### src/rtl/ascon_bdo_sink.sv
// Receiving end of the Ascon core bdo/auth interface: PTCT FIFO towards the host,
// tag/hash assembly registers and auth latch. Optional tag comparator: ASCON_SINK_TAG_CMP_EN.
module ascon_bdo_sink #(
  parameter int         CCW        = 32,
  parameter int         FIFO_DEPTH = 8,
  parameter int         TAG_WORDS  = 4,
  parameter int         HASH_WORDS = 8,
  parameter logic [3:0] D_PTCT     = 4'd1,
  parameter logic [3:0] D_TAG      = 4'd2,
  parameter logic [3:0] D_HASH     = 4'd3
) (
  input  logic                      clk,
  input  logic                      rst_n,
  input  logic                      clr,
  input  logic [CCW-1:0]            bdo,
  input  logic                      bdo_valid,
  output logic                      bdo_ready,
  input  logic [3:0]                bdo_type,
  input  logic                      bdo_eot,
  input  logic                      auth,
  input  logic                      auth_valid,
  output logic [CCW-1:0]            out_data,
  output logic                      out_valid,
  input  logic                      out_ready,
  output logic                      out_last,
  output logic [TAG_WORDS*CCW-1:0]  tag_q,
  output logic                      tag_valid,
  output logic [HASH_WORDS*CCW-1:0] hash_q,
  output logic                      hash_valid,
  output logic                      auth_q,
  output logic                      auth_vld_q,
`ifdef ASCON_SINK_TAG_CMP_EN
  input  logic [TAG_WORDS*CCW-1:0]  exp_tag,
  output logic                      tag_match,
  output logic                      tag_match_vld,
`endif
  output logic                      err
);

  localparam int AW   = $clog2(FIFO_DEPTH);
  localparam int CW   = AW + 1;
  localparam int MAXW = (HASH_WORDS > TAG_WORDS) ? HASH_WORDS : TAG_WORDS;
  localparam int WW   = $clog2(MAXW) + 1;
  localparam logic [CW-1:0] FULL_CNT  = CW'(FIFO_DEPTH);
  localparam logic [WW-1:0] TAG_LAST  = WW'(TAG_WORDS - 1);
  localparam logic [WW-1:0] HASH_LAST = WW'(HASH_WORDS - 1);

  typedef enum logic [2:0] {
    S_IDLE = 3'd0, S_PTCT = 3'd1, S_TAG = 3'd2, S_HASH = 3'd3, S_DONE = 3'd4
  } state_t;

  state_t                    state, state_nxt;
  logic [CCW:0]              mem [FIFO_DEPTH];
  logic [AW-1:0]             wr_ptr, rd_ptr;
  logic [CW-1:0]             count;
  logic [WW-1:0]             wcnt, idx;
  logic                      full, accept, pop, ready_st;
  logic                      push, tag_wr, hash_wr, fin_tag, fin_hash, type_err, eot_err;
  logic [TAG_WORDS*CCW-1:0]  tag_nxt;
  logic [HASH_WORDS*CCW-1:0] hash_nxt;

  assign full      = (count == FULL_CNT);
  assign out_valid = (count != {CW{1'b0}});
  assign pop       = out_ready && out_valid;
  assign out_data  = out_valid ? mem[rd_ptr][CCW-1:0] : {CCW{1'b0}};
  assign out_last  = out_valid && mem[rd_ptr][CCW];
  // Ready never looks at bdo_valid; forced low while reset is asserted.
  assign bdo_ready = rst_n && ready_st;
  assign accept    = bdo_valid && bdo_ready;

  // State register
  always_ff @(posedge clk or negedge rst_n) begin
    if (!rst_n) begin
      state <= S_IDLE;
    end else if (clr) begin
      state <= S_IDLE;
    end else begin
      state <= state_nxt;
    end
  end

  // Next-state logic
  always_comb begin
    state_nxt = state;
    case (state)
      S_IDLE:  state_nxt = push ? S_PTCT : (tag_wr ? S_TAG : (hash_wr ? S_HASH : S_IDLE));
      S_PTCT:  state_nxt = tag_wr ? S_TAG : S_PTCT;
      S_TAG:   state_nxt = fin_tag ? S_DONE : S_TAG;
      S_HASH:  state_nxt = fin_hash ? S_DONE : S_HASH;
      S_DONE:  state_nxt = S_DONE;
      default: state_nxt = S_IDLE;
    endcase
  end

  // Ready towards the core: only PTCT words can be blocked by a full FIFO
  always_comb begin
    ready_st = 1'b0;
    case (state)
      S_IDLE, S_PTCT: ready_st = (bdo_type != D_PTCT) || !full;
      S_TAG, S_HASH:  ready_st = 1'b1;
      default:        ready_st = 1'b0;
    endcase
  end

  // Output decode: routing of the accepted word and protocol error detection
  always_comb begin
    push = 1'b0; tag_wr = 1'b0; hash_wr = 1'b0; idx = wcnt;
    fin_tag = 1'b0; fin_hash = 1'b0; type_err = 1'b0; eot_err = 1'b0;
    case (state)
      S_IDLE, S_PTCT: begin
        if (!accept) begin
          push = 1'b0;
        end else if (bdo_type == D_PTCT) begin
          push = 1'b1;
        end else if (bdo_type == D_TAG) begin
          tag_wr = 1'b1; idx = {WW{1'b0}}; eot_err = bdo_eot;
        end else if ((bdo_type == D_HASH) && (state == S_IDLE)) begin
          hash_wr = 1'b1; idx = {WW{1'b0}}; eot_err = bdo_eot;
        end else begin
          type_err = 1'b1;
        end
      end
      S_TAG: begin
        if (!accept) begin
          tag_wr = 1'b0;
        end else if (bdo_type == D_TAG) begin
          tag_wr = 1'b1; fin_tag = (wcnt == TAG_LAST); eot_err = (bdo_eot != fin_tag);
        end else begin
          type_err = 1'b1;
        end
      end
      S_HASH: begin
        if (!accept) begin
          hash_wr = 1'b0;
        end else if (bdo_type == D_HASH) begin
          hash_wr = 1'b1; fin_hash = (wcnt == HASH_LAST); eot_err = (bdo_eot != fin_hash);
        end else begin
          type_err = 1'b1;
        end
      end
      default: type_err = 1'b0;
    endcase
  end

  // Merge the accepted word into the tag and hash images
  always_comb begin
    tag_nxt  = tag_q;
    hash_nxt = hash_q;
    for (int i = 0; i < TAG_WORDS; i++) begin
      if (tag_wr && (idx == WW'(i))) tag_nxt[CCW*i +: CCW] = bdo;
      else tag_nxt[CCW*i +: CCW] = tag_q[CCW*i +: CCW];
    end
    for (int i = 0; i < HASH_WORDS; i++) begin
      if (hash_wr && (idx == WW'(i))) hash_nxt[CCW*i +: CCW] = bdo;
      else hash_nxt[CCW*i +: CCW] = hash_q[CCW*i +: CCW];
    end
  end

  // FIFO storage; stale entries are never visible because out_* are gated by count
  always_ff @(posedge clk) begin
    if (push) mem[wr_ptr] <= {bdo_eot, bdo};
  end

  // Pointers, counters, assembled results, auth latch and sticky error
  always_ff @(posedge clk or negedge rst_n) begin
    if (!rst_n) begin
      wr_ptr <= {AW{1'b0}}; rd_ptr <= {AW{1'b0}}; count <= {CW{1'b0}}; wcnt <= {WW{1'b0}};
      tag_q <= {(TAG_WORDS*CCW){1'b0}}; hash_q <= {(HASH_WORDS*CCW){1'b0}};
      tag_valid <= 1'b0; hash_valid <= 1'b0; auth_q <= 1'b0; auth_vld_q <= 1'b0; err <= 1'b0;
`ifdef ASCON_SINK_TAG_CMP_EN
      tag_match <= 1'b0; tag_match_vld <= 1'b0;
`endif
    end else if (clr) begin
      wr_ptr <= {AW{1'b0}}; rd_ptr <= {AW{1'b0}}; count <= {CW{1'b0}}; wcnt <= {WW{1'b0}};
      tag_q <= {(TAG_WORDS*CCW){1'b0}}; hash_q <= {(HASH_WORDS*CCW){1'b0}};
      tag_valid <= 1'b0; hash_valid <= 1'b0; auth_q <= 1'b0; auth_vld_q <= 1'b0; err <= 1'b0;
`ifdef ASCON_SINK_TAG_CMP_EN
      tag_match <= 1'b0; tag_match_vld <= 1'b0;
`endif
    end else begin
      if (push) wr_ptr <= wr_ptr + AW'(1);
      if (pop)  rd_ptr <= rd_ptr + AW'(1);
      case ({push, pop})
        2'b10:   count <= count + CW'(1);
        2'b01:   count <= count - CW'(1);
        default: count <= count;
      endcase
      if (tag_wr || hash_wr) wcnt <= idx + WW'(1);
      tag_q  <= tag_nxt;
      hash_q <= hash_nxt;
      if (fin_tag)  tag_valid  <= 1'b1;
      if (fin_hash) hash_valid <= 1'b1;
      if (auth_valid) begin
        auth_q     <= auth;
        auth_vld_q <= 1'b1;
      end
      err <= err | type_err | eot_err | (auth_valid & auth_vld_q);
`ifdef ASCON_SINK_TAG_CMP_EN
      if (fin_tag) begin
        tag_match     <= (tag_nxt == exp_tag);
        tag_match_vld <= 1'b1;
      end
`endif
    end
  end

endmodule

### config.mk
export PLATFORM = sky130hd
export DESIGN_NAME = ascon_bdo_sink
export DESIGN_NICKNAME = d
export VERILOG_FILES = /design/src/rtl/ascon_bdo_sink.sv
export SDC_FILE = /design/constraint.sdc
export NUM_CORES = 1
export LEC_CHECK = 0
export CORE_AREA = 2 2 247 249
export DETAILED_ROUTE_END_ITERATION = 8
export DIE_AREA = 0 0 249 251
export PLACE_DENSITY = 0.7
export RECOVER_POWER = 50
export SLEW_MARGIN = 20
export SYNTH_ARGS = -nofsm -noshare
export SYNTH_HDL_FRONTEND = slang
export SYNTH_SLANG_ARGS = --single-unit
### constraint.sdc
create_clock -name clk -period 11.85 [get_ports clk]
set_input_delay 2.37 -clock clk [delete_from_list [all_inputs] [get_ports clk]]
set_output_delay 2.37 -clock clk [all_outputs]
set_load 0.005 [all_outputs]
==> flow_metrics.tcl <==
set metrics [dict create \
    worstPathArrival_ns 6.03 \
    die_width_um 249 \
    timing.rr.start "state[2]" \
    ys_warn_count 0 \
    coreArea_um2 59800 \
    cp_max_fo 67 \
    clkTransAtPathRegs_ns 0.06 \
    antenna_found_initial 2 \
    drt_iter0_drc 1952 \
    grt_max_degree 168 \
    post_cts_buffers 0 \
    crit_path_start_kind "input port" \
    crit_chain "clkbuf_1, o211a_1, clkdlybuf4s50_1" \
    synthToLayoutAreaGrowth_pct 27.8 \
    max_stage_delay_ns 2.65 \
    drive_above_1_share 0.0856 \
    endpoint_kind "output port" \
    h-tree-depth 3 \
    timing.hold.ws_ns 0.497 \
    worstPathRequired_ns 9.48 \
    fillers 4776 \
    avgSynthCellArea_um2 11.5 \
    grt_usage 0.274 \
    final_cells 3561 \
    crit_type "in2out" \
    postLayoutCoreUtil 0.573 \
    route.met3.wl_mm 10.1 \
    outcome "finished, violations left" \
    pwr-share-seq 0.470 \
    cts_hold_buf 0 \
    gp_congestion 0.825 \
    drcViolationCount 0 \
    slew_violations 368 \
    p_leak_nw 13.6 \
    routed_wl_mm 85.9 \
    synth_cell_types 54 \
    fin_crit_ns 8.40 \
    clock_insertion_delay_worst_skew_ns 0.62 \
    tritoncts "built" \
    setup_viol 0 \
    slowest_stage "clkbuf_1" \
    dpl.hpwl_mm 54.3 \
    synth_ff_type "dfrtp_1" \
    place_inst 3437 \
    swShare 0.241 \
    synth-seq-cells 670 \
    numClockSinks 670 \
    p_comb_frac 0.111 \
    power_frac_clock 0.419 \
    drt-met1-wl_mm 32.0 \
    vias 19900 \
    hold_viol 0 \
    tightestPinTransition_ns 3.84 \
    die_height_um 251 \
    ant_nets 0 \
    power_density_nw_per_um2 153 \
    cap_viol_max_count 14 \
    syn_inst 2331 \
    power_w 0.00524 \
    grt_pass1_vias 20200 \
    p_int_w 0.00398 \
    violations "capacitance limit, slew limit" \
    io_buffers 467 \
    cp-startpoint "rst_n" \
    setup_tns_ns 0 \
    wl_per_cell_um 24.1 \
    cts_root_buf "clkbuf_16" \
    start_util 0.448 \
    hp-class "reg2reg" \
    nNetsFinal 2780 \
    period_share 0.709 \
    vdd_drop_max_mv 0.103 \
    die-area_um2 62500 \
    grt_pass1_wl_mm 128 \
    n_antenna_cell 0 \
    num_rows 90 \
    dr.pass1.iters 6 \
    worstHoldStart "hash_valid" \
    ctsLongestPathBuffers 3 \
    rsz0062_at_grt "false" \
    fmax_mhz 119 \
    synthesis.nets 2383 \
    async_flop_share 0.606 \
    post_cts_resized 0 \
    grt-ovfl-total 0 \
    fin_skew_ns 0.0249 \
    viasPerCell 5.59 \
    numCtsBuffers 71 \
    p_switching_w 0.00126 \
    wl_met2_mm 40.8 \
    yosysSeqAreaShare 0.675 \
    topRoutingLayerUsed "met4" \
    synth_edf_count 264 \
    slew_headroom -1.56 \
    boundaryPins 468 \
    syn_area_um2 26800 \
]
[critical path: cells and delay by family]
kind	cells	cell delay [ns]
buffers and inverters	2	3.16
AO/OA/AOI/OAI	1	0.42
[final timing paths]
| path | endpoint | slack [ns] | cells after the start |
|---|---|---|---|
| max in group asynchronous | rd_ptr[0] | 4.84 | 3 |
| max reg2reg | hash_q[95] | 7.83 | 10 |
| min | hash_valid | 0.50 | 2 |
| min in group asynchronous | tag_q[1] | 3.09 | 1 |
| min reg2reg | hash_valid | 0.50 | 2 |
| max | bdo_ready | 3.45 | 3 |
[cell families after synthesis]
kind of cell / share of synthesized area
fa+ha+maj: 0.00374
buf+inv: 0.0305
flops: 0.675
simple gates: 0.134
xor+xnor: 0.00290
compound gates: 0.0836
mux: 0.0697
[metal layers]
metal | global-route usage | vias to the layer above
met5 | 0 | -
met3 | 0.0927 | 155
met1 | 0.345 | 10000
met4 | 0.102 | 0
li1 | - | 8720
met2 | 0.441 | 1002
[cell usage after synthesis, types with 2 or more instances]
| cell type | instances | area share |
|---|---|---|
| and3_1 | 9 | 0.0021 |
| nor3b_1 | 2 | 0.00056 |
| mux2i_1 | 38 | 0.014 |
| nand2b_1 | 6 | 0.0014 |
| ha_1 | 8 | 0.0037 |
| buf_1 | 6 | 0.00084 |
| o211ai_1 | 2 | 0.00056 |
| or3_1 | 2 | 0.00047 |
| a31oi_1 | 3 | 0.00070 |
| nor2_1 | 61 | 0.0085 |
| nand3_1 | 14 | 0.0026 |
| xor2_1 | 6 | 0.0020 |
| a2111oi_0 | 2 | 0.00065 |
| a21oi_1 | 397 | 0.074 |
| o31ai_1 | 2 | 0.00056 |
| a211oi_1 | 2 | 0.00056 |
| mux4_2 | 66 | 0.055 |
| edfxtp_1 | 264 | 0.30 |
| nand2_1 | 786 | 0.11 |
| o21ai_0 | 7 | 0.0013 |
| inv_1 | 7 | 0.00098 |
| clkbuf_1 | 145 | 0.020 |
| and4_1 | 4 | 0.0013 |
| nor3_1 | 6 | 0.0011 |
| or3b_2 | 2 | 0.00065 |
| buf_2 | 45 | 0.0084 |
| nand4_1 | 4 | 0.00093 |
| nor2b_1 | 2 | 0.00047 |
| dfrtp_1 | 406 | 0.38 |
| or2_2 | 3 | 0.00070 |
[per-stage QoR]
stage	cell area, µm²	setup WS [ns]
after floorplan	26800	5.30
after global placement	32100	5.00
after detailed placement	32100	5.00
after CTS	34400	5.00
after global routing	34200	2.61
final	34200	3.45
[sequential cells by signal (all words and copies together), names as in the netlist]
signal	flops
mem	264
hash_q	256
tag_q	128
count	4
wcnt	4
rd_ptr	3
state	3
wr_ptr	3
auth_q	1
auth_vld_q	1
err	1
hash_valid	1
tag_valid	1
[power groups by stage]
stage | Sequential, W | Clock [W] | Combinational (W)
3_5_place_dp | 0.00251 | 0 | 0.000596
4_1_cts | 0.00247 | 0.00221 | 0.000599
5_1_grt | 0.00247 | 0.00231 | 0.000623
6_report | 0.00247 | 0.00220 | 0.000582
2_1_floorplan | 0.00247 | 0 | 0.000336
3_3_place_gp | 0.00251 | 0 | 0.000588
[cells in the final DEF, fill, tap and decap left out, types with 4 or more instances in the layout]
cell type / instances
clkbuf_8: 5
bufinv_16: 5
and3_1: 8
mux2i_1: 38
buf_4: 38
dfrtp_1: 403
nor2_2: 6
nor3_1: 4
clkbuf_16: 74
edfxtp_1: 264
nand2_1: 786
inv_1: 7
nand2b_1: 6
a21oi_1: 397
clkbuf_1: 41
dlygate4sd3_1: 301
xor2_1: 6
nand4_1: 4
mux4_2: 66
o21ai_0: 7
ha_1: 8
and4_1: 4
clkinv_1: 4
clkdlybuf4s50_1: 151
nand3_1: 13
nor2_1: 55
clkinv_2: 17
[cell type report]
class	instances	area (µm²)	share of cell area
multi-input cells	1458	7920	0.231
clock inverters	32	307	0.00895
repair buffers	520	4950	0.145
well taps	782	978	0.0286
inverters	7	26.3	0.000767
flip-flops and latches	670	18100	0.528
clock buffers	92	1970	0.0575
No activity file was read; power rests on OpenSTA's default activity.
==> RTL change 1, RTL diff (same settings) <==
Put one more register stage on the output `err`, with the module's reset. The value now appears one clock later. The other outputs are not delayed to match.
--- a/src/rtl/ascon_bdo_sink.sv
+++ b/src/rtl/ascon_bdo_sink.sv
@@ -49,6 +49,8 @@
     S_IDLE = 3'd0, S_PTCT = 3'd1, S_TAG = 3'd2, S_HASH = 3'd3, S_DONE = 3'd4
   } state_t;
 
+  logic err_s0;
+
   state_t                    state, state_nxt;
   logic [CCW:0]              mem [FIFO_DEPTH];
   logic [AW-1:0]             wr_ptr, rd_ptr;
@@ -166,14 +168,14 @@
     if (!rst_n) begin
       wr_ptr <= {AW{1'b0}}; rd_ptr <= {AW{1'b0}}; count <= {CW{1'b0}}; wcnt <= {WW{1'b0}};
       tag_q <= {(TAG_WORDS*CCW){1'b0}}; hash_q <= {(HASH_WORDS*CCW){1'b0}};
-      tag_valid <= 1'b0; hash_valid <= 1'b0; auth_q <= 1'b0; auth_vld_q <= 1'b0; err <= 1'b0;
+      tag_valid <= 1'b0; hash_valid <= 1'b0; auth_q <= 1'b0; auth_vld_q <= 1'b0; err_s0 <= 1'b0;
 `ifdef ASCON_SINK_TAG_CMP_EN
       tag_match <= 1'b0; tag_match_vld <= 1'b0;
 `endif
     end else if (clr) begin
       wr_ptr <= {AW{1'b0}}; rd_ptr <= {AW{1'b0}}; count <= {CW{1'b0}}; wcnt <= {WW{1'b0}};
       tag_q <= {(TAG_WORDS*CCW){1'b0}}; hash_q <= {(HASH_WORDS*CCW){1'b0}};
-      tag_valid <= 1'b0; hash_valid <= 1'b0; auth_q <= 1'b0; auth_vld_q <= 1'b0; err <= 1'b0;
+      tag_valid <= 1'b0; hash_valid <= 1'b0; auth_q <= 1'b0; auth_vld_q <= 1'b0; err_s0 <= 1'b0;
 `ifdef ASCON_SINK_TAG_CMP_EN
       tag_match <= 1'b0; tag_match_vld <= 1'b0;
 `endif
@@ -194,7 +196,7 @@
         auth_q     <= auth;
         auth_vld_q <= 1'b1;
       end
-      err <= err | type_err | eot_err | (auth_valid & auth_vld_q);
+      err_s0 <= err_s0 | type_err | eot_err | (auth_valid & auth_vld_q);
 `ifdef ASCON_SINK_TAG_CMP_EN
       if (fin_tag) begin
         tag_match     <= (tag_nxt == exp_tag);
@@ -204,5 +206,13 @@
     end
   end
 
+  always_ff @(posedge clk or negedge rst_n) begin
+    if (!rst_n) begin
+      err <= '0;
+    end else begin
+      err <= err_s0;
+    end
+  end
+
 endmodule
 
Behaviour: not the same (a bounded check fails within 4 cycles, from zero or initial values and one cycle with rst_n low).
==> RTL change 1 against the original RTL <==
The flow still finishes with violations (capacitance limit, slew limit). Power decreased by 1.1%. Critical path depth up 1. Final area fell by 0.10%. Global-route usage is 0.68 points higher. Sequential share of layout area up 0.13 points. Maximum frequency fell by 1.8%. Area after synthesis about the same. Utilization down 0.059 points. Hold slack worse by 110 ps. Setup slack got worse by 150 ps. Sequential cell count increased by 1. Routed wire length increased by 1.9%.
==> RTL change 1: results (changes against the original RTL) <==
Top cells by area, synth = dfrtp_1 38%, edfxtp_1 30%, nand2_1 11% (unchanged)
Iter 0 DRT Violations = 1807 (was 1952)
Worst slew pin tran = 5366 ps (was 3841 ps)
Worst path arrival time = 6180 ps (was 6030 ps)
Met3 usage = 8.791% (was 9.267%)
LEAKAGE = 13.56 nW (was 13.58 nW)
Critical Path Fanout Max = 96 (was 67)
Mean Syn Cell Area = 11.50 sq um (was 11.49 sq um)
Finished Cell Area = 34210 sq um (was 34250 sq um)
Non-clk bufs = 522 (was 520)
Vias in the first global route = 20740 (was 20230)
Non-clk buf share = 14.52% (was 14.45%)
Compound-Gate Fraction of Synth Area = 8.357% (was 8.365%)
Sw Ratio = 24.12% (about the same)
Final nets = 2782 (was 2780)
FILL cells = 4790 (was 4776)
Post-DP HPWL = 54950 um (was 54310 um)
Clock buf count = 106 (was 92)
GRT Total Usage = 28.07% (was 27.39%)
Max stage delay on crit path = 2270 ps (was 2650 ps)
Mux contribution to synthesized area = 6.962% (was 6.968%)
Layout cell share with drive strength beyond 1 = 8.129% (was 8.564%)
Cell Area, Placed = 32120 sq um (was 32110 sq um)
Synth Area in Adders = 0.3733% (was 0.3736%)
Routed len/inst = 24.59 um (was 24.13 um)
Failing checks = capacitance limit, slew limit (unchanged)
Maxcap violations = 20 (was 14)
RR Endpoint = hash_q[72] (was hash_q[95])
Worst clock skew = 23.49 ps (was 24.94 ps)
Post-synthesis sequential area ratio = 67.55% (was 67.52%)
Fraction of area in multi-input gates = 23.16% (was 23.14%)
First-pass GRT wire length = 131100 um (was 128000 um)
Gpl congestion = 0.8566 (was 0.8246)
Switch Pwr = 1.251 mW (was 1.265 mW)
ClkCell Share = 6.422% (was 6.645%)
Slew Limit Fails = 676 (was 368)
Outcome = finished, violations left (unchanged)
==> RTL change 1: cell count changes after synthesis, sizes merged <==
cell   unedited run  this run
dfrtp           406       407
==> RTL change 1: cell families (layout without fill, tap and decap cells) <==
family | after synthesis | in the layout
buffers and inverters | 203 | 651
AO/OA/AOI/OAI | 428 | 428
adder cells (fa/ha/maj) | 8 | 8
AND/OR/NAND/NOR | 910 | 910
XOR/XNOR | 8 | 8
flip-flops | 671 | 671
multiplexers | 104 | 104
==> RTL change 1: worst max path at each step <==
stage           startpoint   endpoint
6_report             rst_n  bdo_ready
5_1_grt              rst_n  bdo_ready
4_1_cts              rst_n  bdo_ready
3_5_place_dp         rst_n  bdo_ready
3_3_place_gp         rst_n  bdo_ready
2_1_floorplan  bdo_type[3]  mem[0][0]
==> RTL change 1: metal layers <==
metal,wire [um],vias up
li1,-,8724
met1,34090,10210
met2,41220,962
met3,9145,171
met4,3146,0
met5,0,-
==> RTL change 2, RTL diff (same settings) <==
Without the edit above. Build with the macro `ASCON_SINK_TAG_CMP_EN` defined.
--- a/src/rtl/ascon_bdo_sink.sv
+++ b/src/rtl/ascon_bdo_sink.sv
@@ -1,5 +1,7 @@
 // Receiving end of the Ascon core bdo/auth interface: PTCT FIFO towards the host,
 // tag/hash assembly registers and auth latch. Optional tag comparator: ASCON_SINK_TAG_CMP_EN.
+`define ASCON_SINK_TAG_CMP_EN
+
 module ascon_bdo_sink #(
   parameter int         CCW        = 32,
   parameter int         FIFO_DEPTH = 8,
Ports: changed (added exp_tag, tag_match and tag_match_vld); port bits go from 468 to 598. The function was not compared with the original's and may differ.
==> RTL change 2 against the original RTL <==
The flow still finishes with violations (capacitance limit, slew limit). Power grew 7.1%. Routed wire length grew 31%. Final area grew 11%. Setup slack gained 860 ps. Largest cell class unchanged. Critical path type is now in -> reg. Area after synthesis grew 7.7%. Hold slack lost 21 ps. Sequential cell count grew 1. Highest routed layer is now met5.
==> RTL change 2: results (changes against the original RTL) <==
Post CTS Setup Buffer Count = 0 (unchanged)
Cell Area, Placed = 35480 sq um (was 32110 sq um)
Synthesis Warnings = 0 (unchanged)
CTS buffer count = 72 (was 71)
Buffers on Ports = 597 (was 467)
Worst-path clk slew = 60 ps (about the same)
Post-synthesis sequential area ratio = 62.80% (was 67.52%)
Post-CTS sizing = 0 (unchanged)
Failing checks = capacitance limit, slew limit (unchanged)
Syn Nets = 2679 (was 2383)
Met2 WL post-DR = 50860 um (was 40780 um)
Met1 WL = 42220 um (was 31980 um)
Worst clock skew = 17.85 ps (was 24.94 ps)
Outcome = finished, violations left (unchanged)
Registers with the most flip-flops = mem (264), hash_q (256), tag_q (128) (unchanged)
Most used flip-flop cell after synthesis = dfrtp_1 (unchanged)
Final Non-Filler Cells = 3889 (was 3561)
CTS Buffer Depth = 3 (unchanged)
Largest net degree at the start of global routing = 173 (was 168)
Vias in the first global route = 23040 (was 20230)
Layout cell share with drive strength beyond 1 = 8.032% (was 8.564%)
Routed wire length = 112700 um (was 85920 um)
Iter 0 DRT Violations = 2464 (was 1952)
First-pass GRT wire length = 161200 um (was 128000 um)
Gpl congestion = 0.9218 (was 0.8246)
Uppermost layer routed = met5 (was met4)
Clk_lat worst skew = 610 ps
Top cells by area, synth = dfrtp_1 35%, edfxtp_1 27%, nand2_1 6.9% (was dfrtp_1 38%, edfxtp_1 30%, nand2_1 11%)
Worst path arrival time = 7990 ps (was 6030 ps)
Maxcap violations = 34 (was 14)
Metal3 WL = 13390 um (was 10120 um)
Pre-antenna DRT Iters = 5 (was 6)
Mean Syn Cell Area = 11.55 sq um (was 11.49 sq um)
Post-synth EDFFs = 264 (unchanged)
Dpl ws = 4074 ps (was 5001 ps)
LEAKAGE = 15.90 nW (was 13.58 nW)
VDD IR-drop max = 116.6 uV (was 103.3 uV)
Slew Limit Fails = 893 (was 368)
Hold Path Class = reg -> reg (unchanged)
Ys async rst share = 60.66% (was 60.60%)
Number of H-tree levels = 3 (unchanged)
Vias per cell = 5.930 (was 5.594)
Commonest cells in the netlist = 527 x nand2_1, 407 x dfrtp_1, 283 x a21oi_1 (was 786 x nand2_1, 406 x dfrtp_1, 397 x a21oi_1)
Cells after DPL = 3749 (was 3437)
Final nets = 3223 (was 2780)
Post-DP HPWL = 75640 um (was 54310 um)
Initial antenna violation count = 25 (was 2)
Yosys cell types = 68 (was 54)
Rel. slew slack = -273.8% (was -156.0%)
GRT Total Usage = 35.88% (was 27.39%)
Critical Path Fanout Max = 118 (was 67)
Root Driver = clkbuf_16 (unchanged)
[RTL change 2: area by class of cell]
| class | instances | area [sq um] |
|---|---|---|
| Antenna cell | 7 | 17.52 |
| Inverter | 25 | 93.84 |
| Fill cell | 4648 | 21880 |
| Multi-Input combinational cell | 1615 | 9916 |
| Tap cell | 782 | 978.4 |
| Clock inverter | 31 | 414.1 |
| Timing Repair Buffer | 657 | 6270 |
| Clock buffer | 101 | 2107 |
| Sequential cell | 671 | 18120 |
[RTL change 2: worst max-delay path, stage by stage]
cell	delay, ps
clkbuf_1	3840
buf_4	1220
nand2b_1	200
o21ai_0	100
[RTL change 2: kinds of logic (layout without fill, tap and decap cells)]
| family | after synthesis | in the layout | synth area share [%] |
|---|---|---|---|
| AND/OR/NAND/NOR | 906 | 906 | 13.59 |
| flip-flops | 671 | 671 | 62.80 |
| AO/OA/AOI/OAI | 432 | 432 | 8.355 |
| buffers and inverters | 212 | 814 | 3.002 |
| multiplexers | 187 | 187 | 9.379 |
| XOR/XNOR | 81 | 81 | 2.460 |
| adder cells (fa/ha/maj) | 9 | 9 | 0.4165 |
| other | 0 | 7 | 0 |
[RTL change 2: layer usage]
| layer | vias up | track usage, % |
|---|---|---|
| li1 | 9813 | - |
| met1 | 11590 | 46.26 |
| met2 | 1355 | 54.63 |
| met3 | 284 | 12.24 |
| met4 | 22 | 17.47 |
| met5 | - | 0 |
[RTL change 2: worst paths after layout]
check	start	to	slack (ps)	depth (start not counted)
max	clr	hash_q[227]	4310	4
min	hash_q[232]	hash_q[232]	480	2
max reg2reg	state[2]	tag_match	6220	14
min reg2reg	hash_q[232]	hash_q[232]	480	2
max in group asynchronous	rst_n	tag_q[4]	4410	4
min in group asynchronous	rst_n	hash_q[25]	1660	1
[RTL change 2: power by group]
group	switching [mW]	total, mW	internal [mW]
registers	0.0514	2.49	2.44
clock network	0.937	2.40	1.46
logic	0.383	0.726	0.344
